## src/rtl/noc_packetizer.sv

```systemverilog
// Local-port NoC injector: frames AXI-Stream bursts into header + payload packets, splitting long bursts.
// Optional macro NOC_PACKETIZER_SRC_EN writes ROUTER_X/ROUTER_Y into the header source fields.
module noc_packetizer #(
  parameter int DATA_WIDTH    = 32,
  parameter int MAX_ROUTERS_X = 4,
  parameter int MAX_ROUTERS_Y = 4,
  parameter int MAX_PACKAGES  = 4,
  parameter int ROUTER_X      = 0,
  parameter int ROUTER_Y      = 0
) (
  input  logic                              clk,
  input  logic                              rst_n,
  input  logic [DATA_WIDTH-1:0]             in_data,
  input  logic                              in_last,
  input  logic                              in_valid,
  output logic                              in_ready,
  input  logic [$clog2(MAX_ROUTERS_X)-1:0]  dest_x,
  input  logic [$clog2(MAX_ROUTERS_Y)-1:0]  dest_y,
  output logic [DATA_WIDTH-1:0]             out_data,
  output logic                              out_last,
  output logic                              out_valid,
  input  logic                              out_ready
);
  localparam int X_W = $clog2(MAX_ROUTERS_X);
  localparam int Y_W = $clog2(MAX_ROUTERS_Y);
  localparam int C_W = $clog2(MAX_PACKAGES);
  localparam logic [C_W:0] MAX_CNT = (C_W+1)'(MAX_PACKAGES);
  localparam logic [C_W:0] ONE_CNT = (C_W+1)'(1);

`ifdef NOC_PACKETIZER_SRC_EN
  localparam logic [X_W-1:0] SRC_X = X_W'(ROUTER_X);
  localparam logic [Y_W-1:0] SRC_Y = Y_W'(ROUTER_Y);
`else
  // Source fields forced to zero; parameters stay referenced so both builds share one port list.
  localparam logic [X_W-1:0] SRC_X = X_W'(ROUTER_X * 0);
  localparam logic [Y_W-1:0] SRC_Y = Y_W'(ROUTER_Y * 0);
`endif

  typedef enum logic [1:0] {
    COLLECT = 2'd0,
    HEADER  = 2'd1,
    BODY    = 2'd2
  } state_t;

  state_t                state_r;
  logic [DATA_WIDTH-1:0] pbuf_r [MAX_PACKAGES];
  logic [C_W:0]          wr_r;
  logic [C_W:0]          rd_r;
  logic                  mid_burst_r;
  logic [X_W-1:0]        dest_x_r;
  logic [Y_W-1:0]        dest_y_r;
  logic [DATA_WIDTH-1:0] out_data_r;
  logic                  out_last_r;
  logic                  out_valid_r;

  logic                  accept_s;
  logic [C_W:0]          wr_next_s;
  logic [C_W:0]          rd_next_s;
  logic [X_W-1:0]        hdr_dx_s;
  logic [Y_W-1:0]        hdr_dy_s;

  function automatic logic [DATA_WIDTH-1:0] build_header(
    input logic [X_W-1:0] dx,
    input logic [Y_W-1:0] dy,
    input logic [C_W-1:0] cnt,
    input logic           tail
  );
    logic [DATA_WIDTH-1:0] h;
    h                             = '0;
    h[X_W-1:0]                    = dx;
    h[X_W +: Y_W]                 = dy;
    h[X_W+Y_W +: C_W]             = cnt;
    h[X_W+Y_W+C_W +: X_W]         = SRC_X;
    h[2*X_W+Y_W+C_W +: Y_W]       = SRC_Y;
    h[DATA_WIDTH-1]               = tail;
    return h;
  endfunction

  assign in_ready  = (state_r == COLLECT);
  assign accept_s  = in_valid && in_ready;
  assign out_data  = out_data_r;
  assign out_last  = out_last_r;
  assign out_valid = out_valid_r;

  // Header destination: live inputs on the first beat of a burst, latched copy for continuations.
  always_comb begin
    wr_next_s = wr_r + ONE_CNT;
    rd_next_s = rd_r + ONE_CNT;
    if (mid_burst_r) begin
      hdr_dx_s = dest_x_r;
      hdr_dy_s = dest_y_r;
    end else begin
      hdr_dx_s = dest_x;
      hdr_dy_s = dest_y;
    end
  end

  // Collect / header / body sequencer with registered flit outputs.
  always_ff @(posedge clk) begin
    if (!rst_n) begin
      state_r     <= COLLECT;
      wr_r        <= '0;
      rd_r        <= '0;
      mid_burst_r <= 1'b0;
      dest_x_r    <= '0;
      dest_y_r    <= '0;
      out_data_r  <= '0;
      out_last_r  <= 1'b0;
      out_valid_r <= 1'b0;
      for (int i = 0; i < MAX_PACKAGES; i++) begin
        pbuf_r[i] <= '0;
      end
    end else begin
      case (state_r)
        COLLECT: begin
          if (accept_s) begin
            pbuf_r[wr_r[C_W-1:0]] <= in_data;
            wr_r                  <= wr_next_s;
            if (!mid_burst_r) begin
              dest_x_r <= dest_x;
              dest_y_r <= dest_y;
            end
            if (in_last || (wr_next_s == MAX_CNT)) begin
              state_r     <= HEADER;
              out_valid_r <= 1'b1;
              out_last_r  <= 1'b0;
              out_data_r  <= build_header(hdr_dx_s, hdr_dy_s, wr_r[C_W-1:0], in_last);
              mid_burst_r <= !in_last;
            end else begin
              mid_burst_r <= 1'b1;
            end
          end
        end
        HEADER: begin
          if (out_ready) begin
            state_r    <= BODY;
            rd_r       <= '0;
            out_data_r <= pbuf_r[0];
            out_last_r <= (wr_r == ONE_CNT);
          end
        end
        BODY: begin
          if (out_ready) begin
            if (out_last_r) begin
              state_r     <= COLLECT;
              wr_r        <= '0;
              rd_r        <= '0;
              out_valid_r <= 1'b0;
              out_last_r  <= 1'b0;
              out_data_r  <= '0;
            end else begin
              rd_r       <= rd_next_s;
              out_data_r <= pbuf_r[rd_next_s[C_W-1:0]];
              out_last_r <= (rd_next_s == (wr_r - ONE_CNT));
            end
          end
        end
        default: begin
          state_r     <= COLLECT;
          wr_r        <= '0;
          rd_r        <= '0;
          mid_burst_r <= 1'b0;
          out_valid_r <= 1'b0;
          out_last_r  <= 1'b0;
          out_data_r  <= '0;
        end
      endcase
    end
  end

endmodule
```

## config.mk

```make
export PLATFORM = sky130hd
export DESIGN_NAME = noc_packetizer
export DESIGN_NICKNAME = d
export VERILOG_FILES = /design/src/rtl/noc_packetizer.sv
export SDC_FILE = /design/constraint.sdc
export NUM_CORES = 1
export LEC_CHECK = 0
export ABC_AREA = 1
export CAP_MARGIN = 5
export CORE_MARGIN = 2
export CORE_UTILIZATION = 57
export DETAILED_ROUTE_END_ITERATION = 7
export PLACE_DENSITY = 0.89
export SYNTH_ARGS = -nofsm -noshare
export SYNTH_HDL_FRONTEND = slang
export SYNTH_SLANG_ARGS = --single-unit
```

## constraint.sdc

```tcl
create_clock -name clk -period 4.71 [get_ports clk]
set_clock_uncertainty 0.05 [all_clocks]
set_input_delay 0.942 -clock clk [delete_from_list [all_inputs] [get_ports clk]]
set_output_delay 0.942 -clock clk [all_outputs]
set_load 0.005 [all_outputs]
```

Word-level counts from Yosys, hierarchy flattened. Memory sizes are Yosys's and may differ from the RTL's. Cells that the tools add are included.

Bits in registers: 47. Latch bits: 0. Memory bits (writable): 128. Memory bits (read-only): 0. Output and inout port bits: 35. Word-level logic and storage cells: 83. Memories: 1.

Memories: pbuf_r (depth 4, width 32, rd ports 2, clocked after Yosys merged registers in 0, write ports 4, RTL line 46) `logic [DATA_WIDTH-1:0] pbuf_r [MAX_PACKAGES];`.

Add/subtract/negate cells: 3. Multiply operators: 0. Divide/modulo/power cells: 0. Magnitude comparators: 0. Equality and inequality tests: 10. Shifts and indexed selects: 0. Muxes and demuxes: 44. Bitwise logic cells: 3. Reduce and logical (&&, ||, !) cells: 13.

Operators by type and width (count): 32-bit 2-to-1 mux (6); 32-bit case mux with 3 select lines (1); 32-bit OR reduction (1); 3-bit 2-to-1 mux (6); 3-bit case mux with 3 select lines (2); 1-bit 2-to-1 mux (17); 2-bit 2-to-1 mux (8); 5-bit AND reduction (2); 4-bit AND reduction (2); 3-bit by 1-bit adder with 3-bit output (second input constant) (2); 2-bit != test (second input constant) (3); 1-bit case mux with 3 select lines (2); 2-bit case mux with 3 select lines (1); 2-bit by 1-bit != test with 1-bit output (second input constant) (2); 2-bit AND reduction (2); 3-bit by 1-bit equality test with 1-bit output (second input constant) (1); 3-bit equality test (1); 3-bit equality test (second input constant) (1); 1-bit inverter (3); 3-bit AND reduction (1); 3-bit by 1-bit subtractor with 3-bit output (second input constant) (1); 2-bit by 1-bit equality test with 1-bit output (second input constant) (1); 2-bit equality test (second input constant) (1); 2-bit logical NOT (1); 5 further kinds (5).

Longest topological paths before layout. Gate-level depths: netlist of the first run.

Word-level depth: 8. Mapped depth: 11.

Worst setup path after synthesis of the first run. No wires, ideal clock.

Path type: input to register. Start point: in in_valid. End point: mem pbuf_r[3][0] (enable). Setup time: 470 ps. Data arrival time: 3478 ps. Slack: 712 ps. Stages on the path: 2. Path through: nand2_2 -> o31ai_1.

RTL lines: start, declared (RTL line 15) `input logic in_valid,`; end, declared (RTL line 46).

==> flow_summary.toml, run 1 <==
[worst_setup_path]
start_kind = "input port"
cp_cell_sequence = "clkdlybuf4s50_1 > inv_1 > nor2_1 > clkinv_1 > nor2_1 > nand2_2 > buf_4 > nand2_1 > buf_4"
path_buf_inv = 5
cpPeakStageDelay_ps = 770
required_ps = 4740
cp.depth = 9
crit_path_end_kind = "flip-flop"
reg2reg_depth = 10
cp_top_family = "buffers and inverters"
cpMaxStageDelayCell = "clkdlybuf4s50_1"
critPathArrivalTime_ps = 3450
r2r_slack_ps = 1550
r2r-start = "state_r[0]"
critPathMaxFanout = 33
criticalPathCategory = "in2reg"
r2r-end = "pbuf_r[0][10]"

[route]
firstDrtPassIters = 5
drc_errors = 0
drt_iter0_drc = 898
wl_per_cell_um = 16.1
routed_wl_mm = 20.8
ant_nets = 0
routed-via-count = 7036
vias_per_cell = 5.45

[sta]
worst_slew_pin_slew_ps = 1310
post-route-period-util_pct = 72.6
period_needed_ps = 3420
fin_setup_tns_ps = 0
finalHoldViolations = 0
slew_headroom_pct = 12.7
layout_setup_ws_ps = 1290
max_freq_mhz = 292
rsz0062_at_grt = "false"
finalSetupViolCount = 0
drv_slew = 0

[global_routing]
gr-usage-all-layers_pct = 26.5
grt_pass1_vias = 6998
antenna_found_initial = 0
grt_max_degree = 65
gr-total-overflow = 0
grt_pass1_wl_mm = 33.2

[finish]
syn2layout_area_growth_pct = 16.6
finalNetCount = 1146
final_cell_mix = "418 x nand2_1, 128 x edfxtp_1, 124 x inv_1"
n_fill_cell = 1061
diodes = 0
layout_commonest_cell = "nand2_1"
drive_gt1_share_pct = 4.60

[floorplan]
die_y_um = 126
io_pins = 76
core-area_mm2 = 0.0145
rows = 44
die_x_um = 126
die_area_mm2 = 0.0159
initial_core_util_pct = 58.3

[power]
p_per_area_mw_per_mm2 = 505
p_leak_nw = 4.40
max-vdd-ir-drop_mv = 0.295

[clocking]
clkSinkCount = 175
clockRootBuffer = "clkbuf_16"
clk_latency_ps = 430
postCtsHoldBufs = 0
cts_tree = "yes"
clk_path_buf_depth = 2
cts_buffers = 17
post_cts.repair.setup_buffers = 0
clk_pin_slew_ps = 60
htree_levels = 4
ctsResizeCount = 0

[logic_synthesis]
yosysUniqueCellTypes = 27
synth_cells = 1043
syn-cell-area_mm2 = 0.00848
ys_seq_elements = 175
yosysSeqAreaShare_pct = 56.4
syn_avg_cell_area_um2 = 8.13
ys.warnings.count = 0
syn_nets = 1094

[outcome]
status = "complete, no violations"

[hold_path]
hold_path_class = "reg2reg"
holdPathEnd = "out_data[12]"
worstHoldPathCells = 2
min-delay-start = "out_data[12]"

[placement]
dp_hpwl_mm = 11.4
place_ws_ps = 947
place_congestion = 0.818
port_buffers = 75

[job]
maxCapViolCount = 0
-- cell type report --
type / count / area, µm² / area share [%]
Timing Repair Buffer: 88 / 856 / 8.66
Inverter: 127 / 477 / 4.82
Clock buffer: 27 / 504 / 5.10
Multi-Input combinational cell: 686 / 2930 / 29.7
Clock inverter: 5 / 103 / 1.04
Sequential cell: 175 / 4790 / 48.4
Tap cell: 184 / 230 / 2.33
-- synthesized netlist by cell type, drive strengths merged --
cell / number / area, µm²
buf: 33 / 220
o21ai: 16 / 80.1
o22ai: 3 / 18.8
xor2: 1 / 8.76
o31ai: 1 / 7.51
a21oi: 42 / 210
nor2: 117 / 469
nand4: 1 / 6.26
dfxtp: 47 / 941
a21boi: 4 / 30.0
a211oi: 1 / 7.51
edfxtp: 128 / 3840
inv: 127 / 477
nand2: 422 / 1600
clkbuf: 22 / 82.6
nor3: 33 / 176
nand3: 35 / 175
ha: 10 / 125
-- layer usage --
layer	part of all wire, %	wire length [µm]	track usage (%)
met5	0	0	0
met4	3.5	722	14.0
met3	9.8	2040	5.90
met2	50	10400	45.7
met1	37	7600	31.1
-- worst reg2reg max path, cell delays in order (launching register included) --
cell	delay [ps]
dfxtp_1	320
inv_1	120
ha_1	430
nand2_2	240
nor2_1	160
clkinv_1	100
nor2_1	180
nand2_2	70
buf_4	270
nand2_1	410
buf_4	450
-- worst max path at each step --
stage              from            end  slack, ps
4_1_cts           rst_n  pbuf_r[0][15]       1350
6_report          rst_n  pbuf_r[0][10]       1290
3_5_place_dp      rst_n  pbuf_r[0][15]        950
5_1_grt           rst_n  pbuf_r[0][10]       1120
2_1_floorplan  in_valid   pbuf_r[3][0]        710
3_3_place_gp      rst_n  pbuf_r[0][15]       1000
-- metrics by stage --
step / utilization (%) / cells / total power [mW] / hold slack [ps] / cell area (µm²)
3_5_place_dp: 63.7 / 1259 / 3.49 / 401 / 9270
5_1_grt: 68.0 / 1292 / 5.23 / 438 / 9890
2_1_floorplan: - / 1043 / 3.06 / 395 / 8480
4_1_cts: 67.9 / 1291 / 4.95 / 410 / 9870
3_3_place_gp: 63.7 / 1259 / 3.44 / 397 / 9270
6_report: 68.0 / 1292 / 5.00 / 413 / 9890
-- power breakdown --
part           leakage, nW  switching (mW)  internal, mW
logic                 2.39            1.01         0.487
registers             1.71           0.130          1.92
clock network        0.291           0.554         0.895
-- kinds of logic after synthesis --
group	synth area share [%]
simple gates	28.6
fa+ha+maj	1.48
flops	56.4
buf+inv	9.19
xor+xnor	0.103
compound gates	4.18
-- state kept, by name, indices dropped and copies added, names as in the netlist --
| signal | cells |
|---|---|
| wr_r | 3 |
| rd_r | 3 |
| dest_y_r | 2 |
| dest_x_r | 2 |
| state_r | 2 |
| out_last | 1 |
| out_data | 32 |
| mid_burst_r | 1 |
| pbuf_r | 128 |
| out_valid | 1 |
No activity file was read; power rests on OpenSTA's default activity.
==> run 2: changes to the inputs <==
- clock period: 4.71 -> 3.5 ns (I/O delays scaled with it)
==> run 2 against run 1 <==
Effect of this change: global-route usage decreased by 0.26 points; largest cell class unchanged; non-clock buffer count increased by 7; routed wire length decreased by 3.9%.
==> flow_summary.toml, run 2 (synthesis gave the netlist of run 1 again) <==
[outcome]
status = "complete, no violations"

[route]
drt_iter0_drc = 726
dr_wl_met2_mm = 10.1
drc_errors = 0
dr.max_layer_used = "met4"
wl_met1_mm = 7.50
routed-via-count = 6978
firstDrtPassIters = 5
ant_nets = 0
wl_met3_mm = 1.82
routed_wl_mm = 20.0
wl_per_cell_um = 15.4
vias_per_cell = 5.37

[clocking]
clkSinkCount = 175
cts_buffers = 17
postCtsHoldBufs = 0
post_cts.repair.setup_buffers = 0
htree_levels = 4
clk_latency_ps = 430
clk_pin_slew_ps = 60
cts_tree = "yes"
clk_path_buf_depth = 2
clockRootBuffer = "clkbuf_16"
ctsResizeCount = 0

[sta]
finalSetupViolCount = 0
drv_slew = 0
period_needed_ps = 2600
rsz0062_at_grt = "false"
max_freq_mhz = 385
finalHoldViolations = 0
slew_headroom_pct = 50.8
fin_setup_tns_ps = 0
worst_slew_pin_slew_ps = 738
post-route-period-util_pct = 74.1
layout_setup_ws_ps = 905

[worst_setup_path]
required_ps = 2750
reg2reg_depth = 10
critPathArrivalTime_ps = 1850
critPathMaxFanout = 8
start_kind = "flip-flop"
criticalPathCategory = "reg2out"
r2r_slack_ps = 980
crit_path_end_kind = "output port"

[finish]
syn2layout_area_growth_pct = 16.4
regMostFlops = "pbuf_r"
layout_commonest_cell = "nand2_1"
largest_register_ff_count = 128
diodes = 0
finalNetCount = 1153
n_fill_cell = 1099
drive_gt1_share_pct = 5.29
final_cell_mix = "418 x nand2_1, 128 x edfxtp_1, 124 x inv_1"

[placement]
dp_hpwl_mm = 11.7
place_congestion = 0.827
port_buffers = 75
place_ws_ps = 756

[floorplan]
die_y_um = 126
die_area_mm2 = 0.0159
die_x_um = 126
io_pins = 76
initial_core_util_pct = 58.3
rows = 44
core-area_mm2 = 0.0145

[hold_path]
worstHoldPathCells = 2
hold_path_class = "reg2reg"

[power]
p_per_area_mw_per_mm2 = 659
p_leak_nw = 4.41
max-vdd-ir-drop_mv = 0.439

[global_routing]
gr-total-overflow = 0
grt_pass1_vias = 6853
antenna_found_initial = 0
grt_pass1_wl_mm = 32.9
gr-usage-all-layers_pct = 26.3
grt_max_degree = 66

[job]
maxCapViolCount = 0
-- run 2: changes by cell type in the layout (fill, tap and decap cells not counted), sizes merged --
| cell | previous run | this run |
|---|---|---|
| buf | 13 | 20 |
| clkinv | 3 | 8 |
| bufinv | 3 | 0 |
| clkbuf | 27 | 26 |
| clkinvlp | 1 | 0 |
-- run 2: worst max-delay path, cell delays in order (launching register included) --
cell,delay [ps]
dfxtp_1,320
inv_1,130
ha_1,390
clkdlybuf4s50_1,570
-- run 2: final timing paths --
kind / to / from
max reg2reg: out_data[24] / state_r[0]
max: in_ready / state_r[0]
min reg2reg: out_valid / out_valid
min: out_valid / out_valid
-- run 2: final cells by class --
| class | instances | area [µm²] | area share [%] |
|---|---|---|---|
| flip-flops and latches | 175 | 4790 | 48.5 |
| multi-input cells | 686 | 2930 | 29.7 |
| repair buffers | 95 | 901 | 9.13 |
| clock inverters | 6 | 32.5 | 0.330 |
| well taps | 184 | 230 | 2.33 |
| clock buffers | 26 | 510 | 5.17 |
| inverters | 127 | 477 | 4.83 |
-- run 2: report_power, final --
group / internal [mW] / total [mW] / switching (mW) / leakage [nW]
clock: 1.00 / 1.75 / 0.751 / 0.271
combinational: 0.675 / 2.01 / 1.33 / 2.42
sequential: 2.58 / 2.75 / 0.162 / 1.71
total: 4.26 / 6.51 / 2.25 / 4.41
-- run 2: metrics by stage --
step                      power, mW  utilization (%)  instance area [µm²]  hold WS, ps  cells
after floorplan                4.12                -                 8480          395   1043
after CTS                      6.49             67.9                 9870          410   1299
final                          6.51             67.9                 9870          404   1299
after global routing           6.85             67.9                 9870          416   1299
after detailed placement       4.74             64.2                 9330          401   1267
after global placement         4.65             64.2                 9330          397   1267
-- run 2: metal layers --
layer	GRT usage, %	vias to the layer above
met3	4.59	59
met5	0	-
met4	11.8	0
met2	45.8	356
li1	-	3364
met1	32.0	3199
==> run 3: changes to the inputs <==
- clock period: 3.5 -> 2.5 ns (I/O delays scaled with it)
==> run 3 against run 2 <==
Effect of this change: sequential share of layout area down 0.93 points; die area did not move; sequential cell count unchanged; largest power group unchanged; power grew 48%; final cell count up 0.38%; hold slack got worse by 1.5 ps; routed wire length rose by 4.6%; global-route usage grew 0.64 points; critical path type unchanged; critical path depth unchanged; setup slack worse by 800 ps; via count increased by 2.5%; highest routed layer unchanged; clock power rose by 63%.
==> flow_summary.toml, run 3 (synthesis gave the netlist of run 1 again) <==
[outcome]
status = "complete, no violations"

[global_routing]
grt_pass1_vias = 7101
grt_pass1_wl_mm = 33.5
antenna_found_initial = 0
grt_max_degree = 65
gr-usage-all-layers_pct = 26.9
gr-total-overflow = 0

[worst_setup_path]
critPathArrivalTime_ps = 1850
reg2reg_depth = 9
required_ps = 1950
criticalPathCategory = "reg2out"
crit_path_end_kind = "output port"
start_kind = "flip-flop"
critPathMaxFanout = 8

[route]
firstDrtPassIters = 5
ant_nets = 0
routed_wl_mm = 20.9
drt_iter0_drc = 863
vias_per_cell = 5.49
wl_per_cell_um = 16.0
drc_errors = 0
routed-via-count = 7154

[clocking]
clk_pin_slew_ps = 60
clk_latency_ps = 440
clockRootBuffer = "clkbuf_16"
cts_tree = "yes"
post_cts.repair.setup_buffers = 0
postCtsHoldBufs = 0
cts_buffers = 17
ctsResizeCount = 0
clk_path_buf_depth = 2
htree_levels = 4
clkSinkCount = 175

[sta]
drv_slew = 0
rsz0062_at_grt = "false"
worst_slew_pin_slew_ps = 682
finalHoldViolations = 0
slew_headroom_pct = 54.5
post-route-period-util_pct = 96.0
period_needed_ps = 2400
finalSetupViolCount = 0
fin_setup_tns_ps = 0
max_freq_mhz = 417

[hold_path]
hold_path_class = "reg2reg"
worstHoldPathCells = 2

[floorplan]
die_y_um = 126
core-area_mm2 = 0.0145
die_area_mm2 = 0.0159
rows = 44
io_pins = 76
die_x_um = 126
initial_core_util_pct = 58.3

[finish]
n_fill_cell = 1021
layout_commonest_cell = "nand2_1"
regArea_mm2 = 0.00479
regMostFlops = "pbuf_r"
final_cell_mix = "416 x nand2_1, 128 x edfxtp_1, 124 x inv_1"
largest_register_ff_count = 128
multi_input_area_mm2 = 0.00294
final_util_pct = 69.2
diodes = 0
syn2layout_area_growth_pct = 18.7
drive_gt1_share_pct = 5.80
finalNetCount = 1158

[power]
max-vdd-ir-drop_mv = 0.635
p_per_area_mw_per_mm2 = 960
p_leak_nw = 4.49

[placement]
dp_hpwl_mm = 12.0
port_buffers = 75
place_congestion = 0.858

[job]
maxCapViolCount = 0
## run 3: cell count changes in the layout (fill, tap and decap cells not counted), moves of 2 or more
cell	change
clkbuf_1	+2
bufinv_16	+4
nand2_1	-2
clkinv_2	-4
nand2_2	+2
buf_12	+5
## run 3: path summary, 6_finish.rpt
path | start | end | slack (ps)
worst max-delay path | state_r[0] | in_ready | 100
worst min-delay path | out_valid | out_valid | 400
worst max register to register | state_r[1] | out_data[21] | 310
worst min register to register | out_valid | out_valid | 400
## run 3: through the flow
stage	power, mW	hold slack [ps]	area, µm²	cells	worst slack (ps)
floorplan	5.77	395	8490	1043	-325
global placement	6.60	392	9430	1272	179
detailed placement	6.72	393	9430	1272	187
CTS	9.59	402	10100	1304	105
global route	10.1	429	10100	1304	23.5
finish	9.66	403	10100	1304	101
## run 3: layout make-up
class | count | share of cell area, %
flip-flops and latches | 175 | 47.6
multi-input cells | 686 | 29.2
repair buffers | 100 | 9.95
clock buffers | 27 | 5.01
inverters | 127 | 4.74
well taps | 184 | 2.29
clock inverters | 5 | 1.27
## run 3: power breakdown
group | leakage (nW) | switching, mW | internal (mW)
logic | 2.47 | 1.95 | 1.02
registers | 1.71 | 0.219 | 3.62
clock network | 0.301 | 1.07 | 1.79
## run 3: worst max-delay path: stages, from the launching register on
cell and delay [ps]:
dfxtp_1 330, inv_1 130, ha_1 390, clkdlybuf4s50_1 570
## run 3: per-layer routing
| metal | share of wire [%] | track usage (%) | up-vias | wire, µm |
|---|---|---|---|---|
| li1 | - | - | 3386 | - |
| met1 | 38 | 32.0 | 3303 | 7850 |
| met2 | 51 | 46.0 | 394 | 10600 |
| met3 | 8.6 | 5.73 | 71 | 1800 |
| met4 | 3.1 | 14.2 | 0 | 654 |
| met5 | 0 | 0 | - | 0 |
